--- src/rtl/pig_clk_pkg.sv ---
// Shared definitions for the programmable clock-divider blocks:
// controller state encoding, default counter width and the
// half-period helper used to derive power-up divisors.
package pig_clk_pkg;

  localparam int CNT_W_DEFAULT = 32;

  typedef enum logic [1:0] {
    ST_IDLE = 2'd0,
    ST_RUN  = 2'd1,
    ST_STOP = 2'd2
  } state_t;

  // Half-period in input clocks for a square wave of out_hz; never below 1
  function automatic int unsigned half_period(input int unsigned clk_hz,
                                              input int unsigned out_hz);
    int unsigned h;
    if (out_hz == 0) begin
      h = 1;
    end else begin
      h = clk_hz / (out_hz * 32'd2);
    end
    if (h == 0) begin
      h = 1;
    end
    return h;
  endfunction

endpackage

--- src/rtl/freq_div_ctrl_if.sv ---
// Divisor configuration channel: valid/ready transfer of a new half-period
// plus the controller's acknowledge and error pulses.
interface freq_div_ctrl_if #(
  parameter int CNT_W = 32
);
  logic             cfg_valid;
  logic [CNT_W-1:0] cfg_half;
  logic             cfg_ready;
  logic             cfg_ack;
  logic             cfg_err;

  modport master (
    output cfg_valid,
    output cfg_half,
    input  cfg_ready,
    input  cfg_ack,
    input  cfg_err
  );

  modport slave (
    input  cfg_valid,
    input  cfg_half,
    output cfg_ready,
    output cfg_ack,
    output cfg_err
  );
endinterface

--- src/rtl/half_period_counter.sv ---
// Loadable up-counter that runs 0..half-1 and flags the terminal count.
// The count wraps to 0 by itself after the terminal cycle.
module half_period_counter #(
  parameter int CNT_W = 32
) (
  input  logic             clk,
  input  logic             rst_n,
  input  logic             ld,
  input  logic [CNT_W-1:0] ld_val,
  input  logic             en,
  input  logic [CNT_W-1:0] half,
  output logic             tc
);

  logic [CNT_W-1:0] cnt;

  // Terminal count is a plain compare; the owner decides when it matters
  assign tc = (cnt == (half - CNT_W'(1)));

  // Load has priority over counting; wrap to 0 on terminal count
  always_ff @(posedge clk or negedge rst_n) begin
    if (!rst_n) begin
      cnt <= '0;
    end else if (ld) begin
      cnt <= ld_val;
    end else if (en) begin
      if (tc) begin
        cnt <= '0;
      end else begin
        cnt <= cnt + CNT_W'(1);
      end
    end
  end

endmodule

--- src/rtl/freq_div_ctrl.sv ---
// Runtime-configurable clock divider controller. Produces a square wave
// (high half first) with a rising-edge strobe, accepts new divisors over a
// valid/ready channel and only swaps them in at period boundaries so no
// output period is ever cut short. Stopping lets the current period finish.
module freq_div_ctrl
  import pig_clk_pkg::*;
#(
  parameter int unsigned CLK_FREQ    = 50_000_000,
  parameter int unsigned TARGET_FREQ = 480_000,
  parameter int          CNT_W       = CNT_W_DEFAULT
) (
  input  logic             clk_freq1,
  input  logic             rst_n_key1,
  input  logic             run,
  freq_div_ctrl_if.slave   cfg,
  output logic             freq_2,
  output logic             tick,
  output logic [CNT_W-1:0] active_half
);

  localparam int unsigned      DIV_DEFAULT_I = half_period(CLK_FREQ, TARGET_FREQ);
  localparam logic [CNT_W-1:0] DIV_DEFAULT   = CNT_W'(DIV_DEFAULT_I);

  state_t           state;
  logic             ready_r;
  logic             ack_r;
  logic             err_r;
  logic             pend_vld;
  logic [CNT_W-1:0] pend_half;

  logic             tc;
  logic             idle;
  logic             xfer;
  logic             zero_offer;
  logic             hi_end;
  logic             low_end;
  logic             rise;
  logic             to_idle;
  logic             apply_now;
  logic [CNT_W-1:0] new_half;

  assign cfg.cfg_ready = ready_r;
  assign cfg.cfg_ack   = ack_r;
  assign cfg.cfg_err   = err_r;

  // Counter is parked at 0 while idle so the first high half is full length
  half_period_counter #(
    .CNT_W (CNT_W)
  ) u_half_cnt (
    .clk    (clk_freq1),
    .rst_n  (rst_n_key1),
    .ld     (idle),
    .ld_val ('0),
    .en     (!idle),
    .half   (active_half),
    .tc     (tc)
  );

  // Next-edge decode: half ends, boundary (rise), stop completion, divisor swap.
  // A transfer that lands on the edge creating a boundary is applied at once,
  // since that boundary is still strictly after the transfer cycle.
  always_comb begin
    idle       = (state == ST_IDLE);
    xfer       = cfg.cfg_valid && ready_r && (cfg.cfg_half != '0);
    zero_offer = cfg.cfg_valid && ready_r && (cfg.cfg_half == '0);
    hi_end     = !idle && freq_2 && tc;
    low_end    = !idle && !freq_2 && tc;
    rise       = (idle && run) || (low_end && run);
    to_idle    = low_end && !run;
    apply_now  = (idle || rise || to_idle) && (pend_vld || xfer);
    new_half   = pend_vld ? pend_half : cfg.cfg_half;
  end

  // Control FSM with registered outputs, handshake and divisor application
  always_ff @(posedge clk_freq1 or negedge rst_n_key1) begin
    if (!rst_n_key1) begin
      state       <= ST_IDLE;
      freq_2      <= 1'b0;
      tick        <= 1'b0;
      ready_r     <= 1'b1;
      ack_r       <= 1'b0;
      err_r       <= 1'b0;
      pend_vld    <= 1'b0;
      active_half <= DIV_DEFAULT;
    end else begin
      tick  <= rise;
      ack_r <= apply_now;
      err_r <= zero_offer;

      if (apply_now) begin
        active_half <= new_half;
      end

      if (apply_now) begin
        pend_vld <= 1'b0;
      end else if (xfer) begin
        pend_vld <= 1'b1;
      end

      // Busy from the cycle after a transfer until the cycle after its ack
      if (xfer) begin
        ready_r <= 1'b0;
      end else if (ack_r) begin
        ready_r <= 1'b1;
      end

      case (state)
        ST_IDLE: begin
          if (run) begin
            state  <= ST_RUN;
            freq_2 <= 1'b1;
          end
        end
        ST_RUN, ST_STOP: begin
          if (hi_end) begin
            freq_2 <= 1'b0;
          end else if (rise) begin
            freq_2 <= 1'b1;
          end
          if (to_idle) begin
            state <= ST_IDLE;
          end else if (run) begin
            state <= ST_RUN;
          end else begin
            state <= ST_STOP;
          end
        end
        default: begin
          state  <= ST_IDLE;
          freq_2 <= 1'b0;
        end
      endcase
    end
  end

  // Offered divisor is held here until the next boundary
  always_ff @(posedge clk_freq1) begin
    if (xfer) begin
      pend_half <= cfg.cfg_half;
    end
  end

endmodule

--- src/flat_wrapper.sv ---
// flat-port wrapper written by rule: the top's interface ports become plain ports
module freq_div_ctrl_flat import pig_clk_pkg::*;
#(
  parameter int unsigned CLK_FREQ    = 50_000_000,
  parameter int unsigned TARGET_FREQ = 480_000,
  parameter int          CNT_W       = CNT_W_DEFAULT
)
  (clk_freq1, rst_n_key1, run, freq_2, tick, active_half, cfg_cfg_valid, cfg_cfg_half, cfg_cfg_ready, cfg_cfg_ack, cfg_cfg_err);
  freq_div_ctrl_if #(.CNT_W(CNT_W)) cfg_i ();
  input  logic clk_freq1;
  input  logic rst_n_key1;
  input  logic run;
  output logic freq_2;
  output logic tick;
  output logic [CNT_W-1:0] active_half;
  input wire logic [$bits(cfg_i.cfg_valid)-1:0] cfg_cfg_valid;
  input wire logic [$bits(cfg_i.cfg_half)-1:0] cfg_cfg_half;
  output wire logic [$bits(cfg_i.cfg_ready)-1:0] cfg_cfg_ready;
  output wire logic [$bits(cfg_i.cfg_ack)-1:0] cfg_cfg_ack;
  output wire logic [$bits(cfg_i.cfg_err)-1:0] cfg_cfg_err;
  assign cfg_i.cfg_valid = cfg_cfg_valid;
  assign cfg_i.cfg_half = cfg_cfg_half;
  assign cfg_cfg_ready = cfg_i.cfg_ready;
  assign cfg_cfg_ack = cfg_i.cfg_ack;
  assign cfg_cfg_err = cfg_i.cfg_err;
  freq_div_ctrl #(.CLK_FREQ(CLK_FREQ), .TARGET_FREQ(TARGET_FREQ), .CNT_W(CNT_W)) u_core (.clk_freq1(clk_freq1), .rst_n_key1(rst_n_key1), .run(run), .cfg(cfg_i), .freq_2(freq_2), .tick(tick), .active_half(active_half));
endmodule
--- config.mk ---
export PLATFORM = sky130hd
export DESIGN_NAME = freq_div_ctrl_flat
export DESIGN_NICKNAME = d
export VERILOG_FILES = /design/src/rtl/pig_clk_pkg.sv /design/src/rtl/freq_div_ctrl_if.sv /design/src/rtl/half_period_counter.sv /design/src/rtl/freq_div_ctrl.sv /design/src/flat_wrapper.sv
export SDC_FILE = /design/constraint.sdc
export NUM_CORES = 1
export LEC_CHECK = 0
export ABC_AREA = 1
export BUFFER_PORTS_ARGS = -buffer_cell sky130_fd_sc_hd__buf_2
export CAP_MARGIN = 10
export CORE_MARGIN = 2
export CORE_UTILIZATION = 60
export DETAILED_ROUTE_END_ITERATION = 10
export GPL_ROUTABILITY_DRIVEN = 0
export PLACE_DENSITY = 0.79
export SLEW_MARGIN = 40
export SYNTH_ARGS = -nofsm -noshare
export SYNTH_HDL_FRONTEND = slang
export SYNTH_HIERARCHICAL = 1
export SYNTH_SLANG_ARGS = --single-unit
--- constraint.sdc ---
create_clock -name clk_freq1 -period 6.8 [get_ports clk_freq1]
set_input_delay 1.02 -clock clk_freq1 [delete_from_list [all_inputs] [get_ports clk_freq1]]
set_output_delay 1.02 -clock clk_freq1 [all_outputs]
set_load 0.02 [all_outputs]
# ---- Yosys cells after proc, flatten, opt, wreduce, memory -nomap -nowiden
# Cells that the tools add are included.
# W data, S select, Z words.
dict set report classes {
  n_reduce_logical 25
  add_sub_neg 2
  n_eq_ne 5
  muxes 15
}
# op n
set op_table {}
lappend op_table {{$mux W32} 3}
lappend op_table {{$add A32 B1 Y32 const B} 1}
lappend op_table {{$eq A32 B32 Y1} 1}
lappend op_table {{$logic_not A32 Y1} 1}
lappend op_table {{$reduce_bool A32 Y1} 1}
lappend op_table {{$sub A32 B1 Y32 const B} 1}
lappend op_table {{$logic_and A1 B1 Y1} 11}
lappend op_table {{$mux W1} 7}
lappend op_table {{$mux W2} 3}
lappend op_table {{$logic_or A1 B1 Y1} 4}
lappend op_table {{$pmux W2 S2} 1}
lappend op_table {{$reduce_bool A2 Y1} 2}
lappend op_table {{$logic_not A1 Y1} 3}
lappend op_table {{$ne A3 B1 Y1 const B} 1}
lappend op_table {{$eq A2 B1 Y1 const B} 1}
lappend op_table {{$eq A2 B2 Y1 const B} 1}
lappend op_table {{$logic_not A2 Y1} 1}
lappend op_table {{$ne A2 B2 Y1 const B} 1}
lappend op_table {{$pmux W1 S2} 1}
lappend op_table {{$reduce_and A2 Y1} 1}
lappend op_table {{$reduce_or A2 Y1} 1}
dict set report totals {
  inputBits 36
  register_bits 104
  wordCells 57
  output_inout_bits 37
}

# ---- Depth between registers and ports, before layout
dict set report depth {
  ltp_word 10
  ltp_mapped 22
}

# ---- Cells and area by module
# The synthesis kept the hierarchy.
# mod cells_per_inst n_inst area_per_inst_um2 seq_area_each_um2
set modules_own_cells {}
lappend modules_own_cells {half_period_counter 777 1 4262.8 800.8}
lappend modules_own_cells {freq_div_ctrl 342 1 3099.2 1966.9}

# ---- Least setup slack after synthesis
# No wires, ideal clock.
dict set report synth_timing {
  kind {register -> register}
  startpoint {register u_core.active_half[0]}
  endpoint {register u_core.active_half[7]}
  n_path_buf 1
  setup_time_ns 0.118
  stages_incl_launch_ff 19
  t_arrival_ns 2.540
  slack_ns 4.142
  required_ns 6.682
  path_cell_list {dfrtp_1 -> inv_2 -> ha_1 -> nand2_1 -> nor2_1 -> nand3_2 -> nor2_1 -> nand4_1 -> o21ai_0 -> nor2_1 -> nand2_1 -> nor2_1 -> nand3_1 -> nor2_1 -> a21oi_1 -> clkinv_1 -> clkbuf_1 -> nand3_1 -> nand2_1}
}
dict set report synth_between {
  elab_chain_len 8
  word_cells_on_any_way 9
  cone_classes {add/sub (1); eq/ne (1); reduce/logical (7)}
}
# element line_no
set synth_rtl {}
lappend synth_rtl {{start, declared} freq_div_ctrl.sv:18} ;# output logic [CNT_W-1:0] active_half
lappend synth_rtl {{start signal, assigned} freq_div_ctrl.sv:91} ;# active_half <= new_half;
lappend synth_rtl {{$sub A32 B1 Y32 (*)} half_period_counter.sv:18} ;# assign tc = (cnt == (half - CNT_W'(1)));
lappend synth_rtl {{$eq A32 B32 Y1 (*)} half_period_counter.sv:18}
lappend synth_rtl {{net u_core.tc} freq_div_ctrl.sv:31} ;# logic tc;
lappend synth_rtl {{$logic_and A1 B1 Y1 (*)} freq_div_ctrl.sv:67} ;# low_end = !idle && !freq_2 && tc;
lappend synth_rtl {{$logic_and A1 B1 Y1} freq_div_ctrl.sv:68} ;# rise = (idle && run) || (low_end && run);
lappend synth_rtl {{$logic_or A1 B1 Y1} freq_div_ctrl.sv:68}
lappend synth_rtl {{$logic_or A1 B1 Y1} freq_div_ctrl.sv:70} ;# apply_now = (idle || rise || to_idle) && (pend_vld || xfer);
lappend synth_rtl {{$logic_or A1 B1 Y1 (*)} freq_div_ctrl.sv:70}
lappend synth_rtl {{$logic_and A1 B1 Y1 (*)} freq_div_ctrl.sv:70}
# The timed path passes the listed nets; every way through them passes the cells marked *.
# A chain may end at the register's enable or synchronous reset.

# ---- Worst setup path in the final report
dict set report layout_timing {
  startpoint {register u_core.active_half[0]}
  endpoint {register u_core.active_half[18]}
}
# Same word-level chain as after synthesis.

==> results <==
- The run finished with clean final reports.
- Once the clock tree was built, the resizer swapped 0 gates to a different size.
- The commonest cells after synthesis are sky130_fd_sc_hd__nand2_1, sky130_fd_sc_hd__nor2_1, sky130_fd_sc_hd__inv_1.
- In this run the tool buffered the top-level ports with a little over 70 buffer cells.
- The number of buffers inserted by hold repair at cts is 0.
- The number of max-slew violations in the final report is 0.
- For the pin with the worst max-slew slack, the measured transition is 675 ps.
- The worst flop-to-flop path endpoint is u_core/active_half[18].
- For the worst setup path, the data arrival time is approximately 3700 ps.
- The area of the core region is between 10000 and 15000 um^2.
- The synthesized netlist occupies a cell area of 7360 um^2.
- The classification of the worst setup path is flip-flop to flip-flop.
- The least setup slack across all paths after layout is between 3000 and 4000 ps.
- The total overflow left after global routing is 0.
- By area the synthesized netlist is led by sky130_fd_sc_hd__dfrtp_1, sky130_fd_sc_hd__nand2_1, sky130_fd_sc_hd__edfxtp_1, sky130_fd_sc_hd__nor2_1, sky130_fd_sc_hd__inv_1.
- Leaving out filler cells and counting taps, the final layout contains between 1000 and 1500.
- In the post-synthesis netlist, the cell with the most instances is sky130_fd_sc_hd__nand2_1.
- The number of endpoints failing setup at the final stage is 0.
- In this run, placement finished with an instance count of roughly 1300.
- The analysis attributes to cell leakage a power of 4.22 nW.
- The TritonCTS clock tree is built.
- The post-synthesis cell type with the largest combined area is sky130_fd_sc_hd__dfrtp_1.
- The worst supply voltage drop on vdd is approximately 0.00033 V.
- Dividing the detail-routed wire length by the instance count gives 14.2 um.
- The kind of path behind the tightest hold check is flip-flop to flip-flop.
- The number of antenna diodes in the final layout is 0.
- Once the floorplan was initialized, standard cells occupied 61.3% of the core.
- The initial antenna violation count came to 0.
- The detail route stage leaves a number of antenna-violating nets equal to 0.
- The worst-case clock buffer depth is 2.
- The number of cells on the worst reg-to-reg path is 22.
- Clock-pin slew was measured on the worst setup and hold paths at 80 ps.
- The share of the clock period used by the worst path is 50.7%.
- Yosys mapped a number of flops with a built-in enable equal to 32.
- Measured against its own limit, the worst slew margin works out to 55.0%.
- The synthesized design devotes to its leading area cell type roughly 23% of total area.
- The root buffer cell is sky130_fd_sc_hd__clkbuf_16.
- In the synthesized netlist the async set-or-reset flop fraction comes to 69.2%.
- The post-synthesis sequential element count is 104.
- The worst clock skew is around 10 ps.
- The number of global-route vias before repair is around 6600.
- Of the cells placed in the final design, the portion with a size suffix greater than 1 is 11.2%.
- The sequential element share of the synthesized area is approximately 38%.
- The initialized floorplan defines 40 standard-cell rows.
- The top flip-flop cell by instance count after synthesis is sky130_fd_sc_hd__dfrtp_1.
- The library cell appearing most often on the critical path is sky130_fd_sc_hd__nand2_1.
- The sink count of the clock tree is around 100.
- Across the run, the number of max-cap violations was 0.
- The post-DP HPWL is 14200 um.
- The number of instances in the synthesized netlist is 1119.
- Setup repair after global routing left no endpoint under its margin.
- In this run the worst setup path begins at u_core/active_half[0].
- The power density relative to cell area is 523 nW/um^2.
- In this run the vertical extent of the chip is approximately 110 um.
- The number of top-level design ports is between 70 and 80.
- The buffers inserted during post-CTS setup optimization is 0.
- After the last flow step, the layout net total stands at about 1200.
- The signal on the critical path passes through inv_2, ha_1, nand2_1, nor2_1, nand2_1, nand2_1, nand2_1, nand2_1, nand2_1, nor3_1, nand3_1, nor2_1, nand2_1, nor2_1, nand3_1, nor2_1, a21oi_1, clkinv_1, buf_4, nand2_4, nand2_1, nand2_1.
- The endpoint of the worst setup timing path is u_core/active_half[18].
- Each instance of the synthesized netlist takes up on average around 6.6 um^2.
- The H-tree generated during clock tree synthesis spans 3 levels.
- Using the TritonRoute via totals, the vias-per-cell ratio works out to around 5.4.
- For this run, the detailed router's first-pass iteration total came to 7.
- Data on the critical path is required at its endpoint by ~7100 ps.
- The filler cells instantiated in the layout total between 1000 and 1500.
- The worst setup path is launched from a flip-flop.
- On the critical path, the stage with the largest delay is an instance of sky130_fd_sc_hd__dfrtp_1.
- The sum of negative setup slack is 0 ps.
- The first-pass GRT wire length is about 32000 um.
- The number of clock buffers inserted by TritonCTS is 9.
- After detailed routing, the number of remaining DRC violations is 0.
- The number of hold violations in the final report is 0.
- Summed over all layers, the routed wires come to 19300 um.
- The total number of yosys warnings is 6.
- The worst setup path is captured at a flip-flop.
- For flop-to-flop paths, the worst setup slack is about 3400 ps.
- Entering global routing, the biggest net connects 73 pins.
- The die width is about 110 um.
- The number of design-rule violations left by the first detailed-router iteration is between 600 and 700.
- The worst-case setup slack after placement is about 3500 ps.
- In this run the worst path has a maximum fanout of 34.
- The area of the die is approximately 13000 um^2.
- The number of distinct library cells after synthesis is 41.
- In this run the critical register-to-register path is launched from u_core/active_half[0].
- Across all layers, the routed design uses roughly 7300 vias.
- The maximum clock frequency is slightly below 300 MHz.
- The final period demand of the worst path is roughly 3400 ps.
- From synthesis to final layout, the design area changed by 11.9%.
- The largest single stage delay on the critical path is between 400 and 500 ps.
- The total track usage is between 30% and 40%.
- For the worst-skew pair, the clock arrives at the later sink with an insertion delay of approximately 360 ps.
## sequential cells by signal, indices dropped and copies added (netlist names)
name,flops
u_core/freq_2,1
u_core/state,2
u_core/u_half_cnt/cnt,32
u_core/cfg.cfg_ready,1
u_core/cfg.cfg_ack,1
u_core/active_half,32
u_core/pend_vld,1
u_core/cfg.cfg_err,1
u_core/tick,1
u_core/pend_half,32
## power breakdown
group / switching [mW] / internal [mW] / leakage (nW)
clock network: 0.261 / 0.297 / 0.155
logic: 1.65 / 0.806 / 2.90
registers: 0.382 / 0.913 / 1.17
total: 2.29 / 2.02 / 4.22
## cell type report
cell class                      instances  area, um^2  share of cell area (%)
Clock inverter                          7         104                    1.26
Sequential cell                       104        2770                    33.6
Clock buffer                            9         225                    2.73
Inverter                              108         405                    4.92
Timing Repair Buffer                   79         419                    5.09
Multi-Input combinational cell        903        4140                    50.2
Tap cell                              147         184                    2.23
## worst min path at each step
stage                                         from                        to  slack [ps]  cells after the start
after floorplan           u_core/u_half_cnt/cnt[7]  u_core/u_half_cnt/cnt[7]         510                      2
after global placement       u_core/active_half[4]     u_core/active_half[4]         500                      2
after detailed placement     u_core/active_half[2]     u_core/active_half[2]         500                      2
after CTS                    u_core/active_half[4]     u_core/active_half[4]         520                      2
after global routing         u_core/active_half[2]     u_core/active_half[2]         550                      2
final                        u_core/active_half[4]     u_core/active_half[4]         510                      2
## through the flow
stage / area [um^2] / power (mW) / utilization, % / hold slack, ps
global placement: 7900 / 3.66 / 65.8 / 496
detailed placement: 7910 / 3.71 / 65.9 / 503
floorplan: 7480 / 3.08 / - / 512
global route: 8240 / 4.71 / 68.6 / 549
CTS: 8240 / 4.28 / 68.6 / 516
finish: 8240 / 4.31 / 68.6 / 513
## kinds of logic after synthesis
kind of cell | Yosys count | share of synthesized area, %
AND/OR/NAND/NOR | 767 | 43.9
AO/OA/AOI/OAI | 56 | 4.59
XOR/XNOR | 44 | 5.23
flip-flops | 104 | 37.6
buffers and inverters | 143 | 7.99
adder cells (fa/ha/maj) | 4 | 0.680
other | 1 | 0.0509
## critical path: cells and delay by family (launching register included)
kind	cells	cell delay, ps
AND/OR/NAND/NOR	17	2010
adder cells (fa/ha/maj)	1	200
AO/OA/AOI/OAI	1	150
buffers and inverters	3	510
flip-flops	1	440
## routing by layer
| layer | track usage, % | vias to the layer above | routed length (um) |
|---|---|---|---|
| met1 | 43.4 | 3325 | 8710 |
| met5 | 0 | - | 0 |
| met3 | 4.69 | 41 | 1280 |
| li1 | - | 3679 | - |
| met2 | 49.0 | 289 | 8760 |
| met4 | 11.2 | 0 | 538 |
## layout by cell type (no fill, tap or decap), drive strengths merged, types with 16 or more instances in the layout
cell      n
buf      79
conb     32
dfrtp    68
edfxtp   32
inv     107
nand2   449
nand3    76
nand4    31
nor2    179
nor3     16
o21ai    24
xor2     30
(Power assumes the default switching activity.)
